===== config.mk =====
export PLATFORM = sky130hd
export DESIGN_NAME = dcache_resp
export DESIGN_NICKNAME = d
export VERILOG_FILES = /design/src/rtl/dcache_resp.sv
export SDC_FILE = /design/constraint.sdc
export NUM_CORES = 1
export LEC_CHECK = 0
export ABC_AREA = 1
export ABC_CLOCK_PERIOD_IN_PS = 6800
export CAP_MARGIN = 25
export CORE_MARGIN = 2
export CORE_UTILIZATION = 45
export CTS_CLUSTER_SIZE = 25
export DETAILED_ROUTE_END_ITERATION = 8
export HOLD_SLACK_MARGIN = 0.12
export PLACE_DENSITY = 0.72
export SLEW_MARGIN = 20
export SYNTH_ARGS = -nofsm -noshare
export SYNTH_HDL_FRONTEND = slang
export SYNTH_SLANG_ARGS = --single-unit

===== constraint.sdc =====
create_clock -name clk -period 6.8 [get_ports clk]
set_input_delay 1.7 -clock clk [delete_from_list [all_inputs] [get_ports clk]]
set_output_delay 1.7 -clock clk [all_outputs]
set_load 0.01 [all_outputs]

===== src/rtl/dcache_resp.sv =====
// ---------------------------------------------------------------------------
// dcache_resp
//   Memory-side responder for the pipeline data port. Serves readM/writeM
//   requests from a direct-mapped, write-through, no-write-allocate cache of
//   2**INDEX_BITS lines x 4 words, and pulses `complete` when done.
//
// Ports
//   clk, reset_n           : clock (rising edge), async active-low reset
//   readM, writeM          : CPU requests, level, held until complete
//   address, wdata         : CPU word address / write data
//   rdata, complete        : read result (held until next read) / done pulse
//   m_readM, m_writeM      : backing-memory line read / word write requests
//   m_address, m_wdata     : backing-memory address / write data
//   m_rdata, m_ready       : fill line (word 0 in LSBs) / memory done pulse
//   hit_count, miss_count  : lookup statistics, only with DCACHE_STATS_EN
//
// Configuration macro: DCACHE_STATS_EN adds saturating hit/miss counters.
// ---------------------------------------------------------------------------
module dcache_resp #(
    parameter int INDEX_BITS = 2,
    parameter int WORD_W     = 16
) (
    input  logic                clk,
    input  logic                reset_n,
    input  logic                readM,
    input  logic                writeM,
    input  logic [WORD_W-1:0]   address,
    input  logic [WORD_W-1:0]   wdata,
    output logic [WORD_W-1:0]   rdata,
    output logic                complete,
    output logic                m_readM,
    output logic                m_writeM,
    output logic [WORD_W-1:0]   m_address,
    output logic [WORD_W-1:0]   m_wdata,
    input  logic [4*WORD_W-1:0] m_rdata,
    input  logic                m_ready
`ifdef DCACHE_STATS_EN
    ,
    output logic [15:0]         hit_count,
    output logic [15:0]         miss_count
`endif
);

    localparam int LINES = 1 << INDEX_BITS;
    localparam int TAG_W = WORD_W - INDEX_BITS - 2;

    typedef enum logic [2:0] {
        S_IDLE,
        S_LOOKUP,
        S_FILL,
        S_WRITE,
        S_DONE
    } state_e;

    state_e state_q, state_d;

    // Latched request
    logic              req_write_q, req_write_d;
    logic [WORD_W-1:0] req_addr_q,  req_addr_d;
    logic [WORD_W-1:0] req_wdata_q, req_wdata_d;

    // Registered outputs
    logic [WORD_W-1:0] rdata_q,     rdata_d;
    logic              complete_q,  complete_d;
    logic              m_read_q,    m_read_d;
    logic              m_write_q,   m_write_d;
    logic [WORD_W-1:0] m_address_q, m_address_d;
    logic [WORD_W-1:0] m_wdata_q,   m_wdata_d;

    // Cache arrays
    logic [LINES-1:0]  valid_q, valid_d;
    logic [TAG_W-1:0]  tag_q  [LINES];
    logic [TAG_W-1:0]  tag_d  [LINES];
    logic [WORD_W-1:0] data_q [LINES][4];
    logic [WORD_W-1:0] data_d [LINES][4];

    logic [INDEX_BITS-1:0] req_idx;
    logic [TAG_W-1:0]      req_tag;
    logic [1:0]            req_off;
    logic                  hit;
    logic [WORD_W-1:0]     fill_words [4];

    assign req_idx = req_addr_q[INDEX_BITS+1:2];
    assign req_tag = req_addr_q[WORD_W-1:INDEX_BITS+2];
    assign req_off = req_addr_q[1:0];
    assign hit     = valid_q[req_idx] && (tag_q[req_idx] == req_tag);

    always_comb begin
        for (int i = 0; i < 4; i++) begin
            fill_words[i] = m_rdata[i*WORD_W +: WORD_W];
        end
    end

    // NOTE: every signal written below gets a default first, so no path can
    // leave one unassigned and infer a latch.
    always_comb begin
        state_d     = state_q;
        req_write_d = req_write_q;
        req_addr_d  = req_addr_q;
        req_wdata_d = req_wdata_q;
        rdata_d     = rdata_q;
        valid_d     = valid_q;
        tag_d       = tag_q;
        data_d      = data_q;

        case (state_q)
            S_IDLE: begin
                if (writeM || readM) begin
                    state_d     = S_LOOKUP;
                    req_write_d = writeM;   // write wins when both are high
                    req_addr_d  = address;
                    req_wdata_d = wdata;
                end
            end
            S_LOOKUP: begin
                if (req_write_q) begin
                    // Write-through: update on hit only, never allocate.
                    if (hit) begin
                        data_d[req_idx][req_off] = req_wdata_q;
                    end
                    state_d = S_WRITE;
                end else if (hit) begin
                    rdata_d = data_q[req_idx][req_off];
                    state_d = S_DONE;
                end else begin
                    state_d = S_FILL;
                end
            end
            S_FILL: begin
                if (m_ready) begin
                    for (int i = 0; i < 4; i++) begin
                        data_d[req_idx][i] = fill_words[i];
                    end
                    tag_d[req_idx]   = req_tag;
                    valid_d[req_idx] = 1'b1;
                    rdata_d          = fill_words[req_off];
                    state_d          = S_DONE;
                end
            end
            S_WRITE: begin
                if (m_ready) begin
                    state_d = S_DONE;
                end
            end
            S_DONE: begin
                state_d = S_IDLE;
            end
            default: begin
                state_d = S_IDLE;
            end
        endcase
    end

    // Outputs are registered from the next state so each is a clean flop.
    always_comb begin
        complete_d  = (state_d == S_DONE);
        m_read_d    = (state_d == S_FILL);
        m_write_d   = (state_d == S_WRITE);
        m_address_d = m_address_q;
        m_wdata_d   = m_wdata_q;
        if (state_d == S_FILL) begin
            m_address_d = {req_addr_q[WORD_W-1:2], 2'b00};
        end else if (state_d == S_WRITE) begin
            m_address_d = req_addr_q;
            m_wdata_d   = req_wdata_q;
        end
    end

    // NOTE: sequential state uses non-blocking assignments so every flop
    // samples the pre-edge values regardless of statement order.
    always_ff @(posedge clk or negedge reset_n) begin
        if (!reset_n) begin
            state_q     <= S_IDLE;
            req_write_q <= 1'b0;
            req_addr_q  <= '0;
            req_wdata_q <= '0;
            rdata_q     <= '0;
            complete_q  <= 1'b0;
            m_read_q    <= 1'b0;
            m_write_q   <= 1'b0;
            m_address_q <= '0;
            m_wdata_q   <= '0;
            valid_q     <= '0;
        end else begin
            state_q     <= state_d;
            req_write_q <= req_write_d;
            req_addr_q  <= req_addr_d;
            req_wdata_q <= req_wdata_d;
            rdata_q     <= rdata_d;
            complete_q  <= complete_d;
            m_read_q    <= m_read_d;
            m_write_q   <= m_write_d;
            m_address_q <= m_address_d;
            m_wdata_q   <= m_wdata_d;
            valid_q     <= valid_d;
        end
    end

    // NOTE: tag and data arrays are not reset; the valid bits alone gate
    // their use, which keeps the arrays mappable onto plain RAM.
    always_ff @(posedge clk) begin
        tag_q  <= tag_d;
        data_q <= data_d;
    end

    assign rdata     = rdata_q;
    assign complete  = complete_q;
    assign m_readM   = m_read_q;
    assign m_writeM  = m_write_q;
    assign m_address = m_address_q;
    assign m_wdata   = m_wdata_q;

`ifdef DCACHE_STATS_EN
    logic [15:0] hit_count_q,  hit_count_d;
    logic [15:0] miss_count_q, miss_count_d;

    always_comb begin
        hit_count_d  = hit_count_q;
        miss_count_d = miss_count_q;
        if (state_q == S_LOOKUP) begin
            if (hit) begin
                if (hit_count_q != 16'hFFFF) hit_count_d = hit_count_q + 16'd1;
            end else begin
                if (miss_count_q != 16'hFFFF) miss_count_d = miss_count_q + 16'd1;
            end
        end
    end

    always_ff @(posedge clk or negedge reset_n) begin
        if (!reset_n) begin
            hit_count_q  <= '0;
            miss_count_q <= '0;
        end else begin
            hit_count_q  <= hit_count_d;
            miss_count_q <= miss_count_d;
        end
    end

    assign hit_count  = hit_count_q;
    assign miss_count = miss_count_q;
`endif

endmodule

==> summary by stage, run 1 <==
Yosys
Of all flip-flops after synthesis, the portion carrying an async set or reset was 0.2304. The sequential element share of the synthesized area is 0.6270. The number of nets handed over by synthesis was 1,826. The average cell area after synthesis is between 10 and 15 um^2. The cell type with the largest total area after synthesis is edfxtp_1. The top flip-flop cell by instance count after synthesis is edfxtp_1.

Yosys attributes the largest share of cell area to edfxtp_1 (50%), dfrtp_1 (13%), nand2_1 (9.6%), o22ai_1 (9.3%), a22oi_1 (3.3%). The post-synthesis sequential element count is 395. For this run, the number of Yosys warnings is 0.

After synthesis, the most frequently instantiated cells are nand2_1 (467), edfxtp_1 (304), o22ai_1 (269), inv_1 (105), dfrtp_1 (91). The cell area that synthesis handed to floorplanning was 18,190 um^2. The top-area cell type share of the netlist area is 0.5018. The number of different library cells used by synthesis comes to 33. The library cell with the highest instance count after synthesis is nand2_1. In the synthesized netlist, the number of instances is 1,725. The count of flip-flops with a built-in enable after synthesis is 304.

Setup path
Along the worst path, the maximum fanout reaches 68. The required time reported for the critical path endpoint is 7060 ps. The critical path startpoint is req_addr_q[3]. The worst register-to-register path ends at data_q[230]. The startpoint identified for the worst register-to-register timing path is req_addr_q[3]. STA classifies the critical path startpoint as a flop. The critical path capture point type is a flop. In this run the register-to-register setup slack is 2230 ps.

Data on the critical path arrives at its endpoint at ~4800 ps. The worst register-to-register path has a depth of 12. The startpoint-to-endpoint class of the critical path is flop to flop.

In this run the worst setup path terminates at data_q[230].

Clock network
The clock tree from TritonCTS is yes. The number of clock sinks is slightly below 400. For the worst-skew pair, the clock arrives at the later sink with an insertion delay of between 500 and 600 ps.

Once the clock tree was built, the setup fixing pass inserted 0 buffers. The clock-pin slew of the registers on the worst-case setup and hold paths is 60 ps. The clock tree synthesis step divided the H-tree into 2 levels. The number of instances resized during post-cts repair is 0. The root buffer cell chosen for the clock tree is clkbuf_16. In this run, post-CTS hold repair placed 0 buffers. In this run, CTS created clock tree buffers numbering 43. The maximum buffer depth of the clock tree is 3.

Layout
The synthesis-to-finish area growth is 17.30%. The final standard cell utilization of the core is 0.5359. In the final layout, the share of cells above drive strength 1 is 0.08153. The layout net count is 1,922. The antenna diode count is 0.

Drt
The number of design rule violations left after detail routing is 0. The number of design-rule violations left by the first detailed-router iteration is 2,062. The total routed wirelength is 57.81 mm. After detailed routing, the number of vias per cell comes to 6.188. The via count is 14,710. The number of antenna-violating nets in the routed design is 0. The average detailed-routed wire length per instance is ~24 um.

The first TritonRoute pass finished after 6 iterations.

Power and ir drop
Of the total power, the clock network draws 0.232. The register share of total power is 0.352. Internal power comes to 5.748 mW. IR analysis of the VDD net gives a maximum drop of 0.0003820 V. The ratio of total power to cell area is 462.4 nW/um^2. The switching power is 4.120 mW. The fraction of power spent switching nets is 0.4176. The leakage component of the power is approximately 8.2 nW. The post-layout total power is 9.868 mW. The portion of total power attributed to combinational logic is 0.416.

Timing
The transition at the pin with the smallest max-transition slack is 977.5 ps. The number of hold violations in the final report is 0. Setup repair after global routing left no endpoint under its margin. The aggregate negative setup slack is 0 ps.

The maximum clock frequency is between 0.2 and 0.25 GHz. The number of max-slew violations in the final report was 0. Setup slack on the critical path of the routed design comes to between 2000 and 2500 ps. The worst slew margin relative to its limit is 0.3468. The final setup violation count is 0. The final clock period utilization by the worst path is 0.6727.

Across the routed clock network, the largest skew measured is 26.15 ps. The time the final worst path needs with I/O delays and setup is roughly 4600 ps.

Floorplan
The floorplan core area is 39,820 um^2. The starting density of the core is 0.4568. The die width is 205.1 um. The number of top-level pins is 152. Row generation in the floorplan step produced 73 rows.

The die covers 42,050 um^2. The die is 205.1 um tall.

Min path
The worst hold path belongs to the class flop to flop. The startpoint of the tightest hold check path is rdata[12].

Status
The run finished with clean final reports.

Placed design
Detailed placement ended at an HPWL of 37.28 mm. Buffers placed on the I/O ports in this run total about 150. Prior to clock tree synthesis, the placed netlist has a worst setup slack of around 2300 ps. Routability-driven placement finished with a final weighted congestion of roughly 0.93.

Global route
Across every metal layer, demand over resource in global routing totals 0.2753. The wire length of the first global-routing pass is a little under 90 mm. The initial antenna violation count is 0.

Entering global routing, the biggest net connects 69 pins. The met3 track utilization from global routing is 0.05472. The via count of the first global-routing pass is 14,252. After global routing the overflow that remains totals 0. In the global route stage, met2 resource usage came out at 0.4198. The global routing stage identified its most utilized layer as met2. The met1 track demand over resource in global routing is 0.3863.

Job
The total of max-cap violations is 0.
state kept, by name, indices dropped and copies added (netlist names):
| signal | count |
|---|---|
| state_q | 3 |
| valid_q | 4 |
| req_write_q | 1 |
| req_wdata_q | 16 |
| m_writeM | 1 |
| tag_q | 48 |
| rdata | 16 |
| req_addr_q | 16 |
| m_wdata | 16 |
| complete | 1 |
| m_address | 16 |
| data_q | 256 |
| m_readM | 1 |
layout by cell type, fill, tap and decap left out, types with 2 or more instances in the layout:
master	instances
mux2_2	35
o2111ai_1	2
inv_2	5
nand3b_1	2
nor2_1	83
or2_2	5
inv_1	104
nand4_1	64
clkbuf_1	13
edfxtp_1	304
o221ai_1	4
inv_6	2
a21oi_1	16
a211oi_1	4
clkdlybuf4s50_1	150
clkinv_1	6
clkinvlp_4	3
buf_4	25
clkinv_2	3
nand2_1	467
nor2_4	13
nand2_2	3
o21ai_0	12
dfrtp_1	91
nand3_1	24
a22oi_1	81
o22ai_1	269
clkbuf_16	43
bufinv_16	4
nor2_2	2
nor4_1	3
nand3_4	3
critical path, cell delays in order, from the launching register on:
cell	delay (ps)
dfrtp_1	810
inv_1	440
nor2_4	160
buf_4	710
a21oi_1	210
nand3_1	140
nand3_1	90
nor2_1	130
nand2_2	110
nand2_8	220
nand3_4	400
nor2_1	510
buf_4	310
cell families (layout without fill, tap and decap cells):
| logic type | after synthesis | count (layout) | share of synthesized area |
|---|---|---|---|
| compound gates | 389 | 389 | 0.1386 |
| simple gates | 671 | 671 | 0.1585 |
| flops | 395 | 395 | 0.6270 |
| buf+inv | 235 | 362 | 0.05433 |
| mux | 35 | 35 | 0.02166 |
layout make-up:
type | count | area, um^2
clock buffer | 57 | 1139
inverter | 110 | 415.4
fill | 3526 | 18480
tap | 525 | 656.9
clock inverter | 19 | 202.7
timing repair buffer | 176 | 1700
sequential | 395 | 11410
multi-input combinational | 1095 | 5821
how the worst min path moves through the flow:
| stage | endpoint | slack, ps | cells past startpoint |
|---|---|---|---|
| 6_report | rdata[12] | 470 | 2 |
| 5_1_grt | valid_q[0] | 480 | 1 |
| 4_1_cts | valid_q[0] | 470 | 1 |
| 3_5_place_dp | valid_q[0] | 460 | 1 |
| 3_3_place_gp | valid_q[3] | 460 | 1 |
| 2_1_floorplan | valid_q[0] | 440 | 1 |
per-stage QoR:
step	hold slack [ps]	std cells	instance area, um^2
after floorplan	440.0	1725	18190
after global routing	479.8	2377	21340
final	469.4	2377	21340
after detailed placement	458.6	2301	20000
after CTS	472.7	2377	21340
after global placement	460.8	2300	19990
metal layers:
metal  routed length (um)  part of all wire  up-vias
met5                    0                 0        -
met4                 2541             0.044        0
met3                 6605              0.11      152
met2                26120              0.45     1018
met1                22540              0.39     7050
li1                     -                 -     6490
power groups by stage:
stage,Clock (mW),Combinational (mW),Sequential [mW]
after detailed placement,0,4.00,3.52
after CTS,2.30,4.02,3.47
after global placement,0,3.92,3.50
after floorplan,0,2.51,3.49
after global routing,2.40,4.38,3.52
final,2.29,4.11,3.47
No activity file was read; power rests on OpenSTA's default activity.
==> run 2: changes to the inputs <==
ABC_CLOCK_PERIOD_IN_PS = 3700   (was 6800)
PLACE_DENSITY = 0.75   (was 0.72)
clock period = 3.7 ns   (was 6.8 ns; I/O delays follow)
==> run 2 against run 1 <==
Design area increased by 1.0%. Sequential power increased by 83%. Setup slack got worse by 1800 ps. Clock skew increased by 4.0 ps. Worst hold slack got worse by 1.5 ps. Count of clock-buffer cells in the layout decreased by 3. Clock power increased by 96%. Routed wire length decreased by 4.2%. Sequential cell count unchanged. First-iteration DRC count increased by 9.9%. Final cell count increased by 0.29%.
==> summary by stage, run 2 (same netlist as run 1, synthesis figures left out) <==
Layout
The top register by number of flip-flops is data_q. The layout net count is 1,929. For this run, the number of standard cells in the final layout without fillers is 2,384.

Leaving out fill and tap cells, the most frequent cell in the layout is nand2_1. The antenna diode count is 0. The final instance area is between 20,000 and 25,000 um^2. In the final layout, the share of cells above drive strength 1 is 0.08607. In the layout the commonest cells are nand2_1 (467), edfxtp_1 (304), o22ai_1 (269). The number of flip-flops in the largest register is 256. The largest registers in the layout are data_q: 256 flops, tag_q: 48 flops. Measured on the finished design, the core utilization comes to 0.5415. Relative to the synthesized area, the layout overhead comes to 18.53%.

Timing
After routing, the total negative slack on setup checks comes to 0 ps. At the pin with the least slew margin, the transition time is 1052 ps. The worst hold margin is 467.8 ps.

The maximum clock frequency is 0.3091 GHz. The number of hold violations in the final report was 0. Between clock sinks in the finished design, the worst skew comes to 30.13 ps.

The final setup violation count is 0. Setup slack on the critical path of the routed design comes to about 460 ps. The final clock period utilization by the worst path is 0.8744. The number of max-slew violations in the final report is 0. Setup repair after global routing left no endpoint under its margin.

The worst path in the final design needs a cycle of between 3000 and 4000 ps, including I/O delays and setup. The worst slew margin relative to its limit is 0.2978.

Power and ir drop
The post-layout total power is 18.39 mW. The highest ir drop seen on vdd is about 0.00054 V. The switching power is 7.457 mW. Of the total power, the share spent switching nets is 0.4055. The clock share of power is 0.244. The leakage component of the power is 8.317 nW. Dividing total power by cell area gives a power density of 852.7 nW/um^2. The internal power of the cells totals 10.93 mW. The portion of total power attributed to combinational logic is 0.410. The register share of total power is 0.346.

Setup path
Measured in cells, the most critical reg-to-reg path has a length of 11. On the critical path, the stage with the largest delay is an instance of nor2_4. The delay of the slowest cell on the worst path is approximately 610 ps. Traced cell by cell, the critical path runs through buf_4 > nand2_1 > nor2_1 > a21oi_1 > nand3_1 > nand3_1 > nor2_1 > nand2_2 > nand2_8 > nand3_4 > nor2_4. In this run the worst path has a maximum fanout of 18. The data arrival time of the worst path is 3420 ps. STA classifies the critical path startpoint as a flop. In this run the critical register-to-register path is launched from req_addr_q[2]. For flop-to-flop paths, the worst setup slack is 460 ps. Data on the critical path is required at its endpoint by 3890 ps. The worst reg2reg path endpoint is data_q[119]. The critical path is of the flop to flop type. The cell family with the largest share of critical-path delay is simple AND/OR/NAND/NOR gates. Counting both buffers and inverters, the worst setup path holds a total of 1. The critical path capture point type is a flop.

Global route
The aggregate global routing overflow is 0. The first global-routing pass estimated between 80 and 90 mm of wire. The maximum number of pins on one net before global-route repair is 69. The via count of the first global-routing pass came to 14,340.

The initial antenna violation count came to 0. In the global route stage, overall resource usage came out at 0.2626.

Drt
The number of design-rule violations left by the first detailed-router iteration is 2,266. The via-per-instance ratio is 6.170. The number of design rule violations left after detail routing is 0. The number of antenna-violating nets in the routed design is 0. The via count is 14,710. After detailed routing, the total wire length is 55.38 mm. The first TritonRoute pass finished after 7 iterations.

The average detailed-routed wire length per instance is roughly 23 um.

Clock network
The hold buffer count at CTS is 0. Once the clock tree was built, the resizer swapped 0 gates to a different size. The H-tree level count is 2. In this run the post-CTS setup repair buffer count came out at 0. TritonCTS built the clock tree. The number of clock sinks is 395. The root buffer cell is clkbuf_16. After clock tree synthesis, the clock-pin slew on the worst setup and hold paths is 60 ps.

Counting along the longest clock path gives a buffer depth of 3. TritonCTS created 42 clock buffers. At the later pin of the worst-skew pair, clock insertion delay measures 580 ps.

Floorplan
The die covers 42,050 um^2. The number of top-level pins is 152. For this configuration, the core starts out at a cell density of 0.4568.

The floorplan has 73 rows. The floorplan core area is between 30,000 and 40,000 um^2. The die width is roughly 210 um. The die is 205.1 um tall.

Min path
The tightest min-delay check is of the input pin to asynchronous set/reset pin type.

Placed design
At the end of routability-driven placement, the weighted congestion stood at 0.8985. The placed wire-length estimate is between 30 and 40 mm. The post-placement worst setup slack is 494.4 ps.

The cell count after placement is approximately 2,300. The count of buffers added on input and output ports is 151. After detailed placement, the total cell area comes to about 20,000 um^2.

Status
The run finished with clean final reports.

Job
The tool flagged a number of max-cap violations equal to 0.
[run 2: layout make-up]
class                   count  area [um^2]
repair buffers            184         1814
clock inverters            21        276.5
clock buffers              54         1180
inverters                 110        415.4
fillers                  3425        18260
well taps                 525        656.9
multi-input cells        1095         5816
flip-flops and latches    395        11410
[run 2: power groups by stage]
stage | Clock (mW) | Combinational (mW) | Sequential [mW]
3_3_place_gp | 0 | 7.17 | 6.40
5_1_grt | 4.69 | 8.04 | 6.45
2_1_floorplan | 0 | 4.61 | 6.41
3_5_place_dp | 0 | 7.30 | 6.44
6_report | 4.49 | 7.54 | 6.35
4_1_cts | 4.52 | 7.35 | 6.36
[run 2: worst max path at each step]
| stage | startpoint | to | slack, ps | depth (start not counted) |
|---|---|---|---|---|
| after CTS | req_addr_q[2] | data_q[107] | 480 | 11 |
| final | req_addr_q[2] | data_q[119] | 460 | 11 |
| after floorplan | req_addr_q[2] | data_q[192] | 1080 | 15 |
| after global placement | m_ready | data_q[88] | 630 | 5 |
| after detailed placement | req_addr_q[2] | data_q[105] | 490 | 11 |
| after global routing | req_addr_q[2] | data_q[64] | 270 | 11 |
[run 2: layer usage]
| layer | part of all wire | vias to the layer above | track usage |
|---|---|---|---|
| met5 | 0 | - | 0 |
| met4 | 0.038 | 0 | 0.1123 |
| met3 | 0.13 | 123 | 0.06236 |
| met2 | 0.46 | 1067 | 0.4032 |
| met1 | 0.37 | 7017 | 0.3577 |
| li1 | - | 6503 | - |
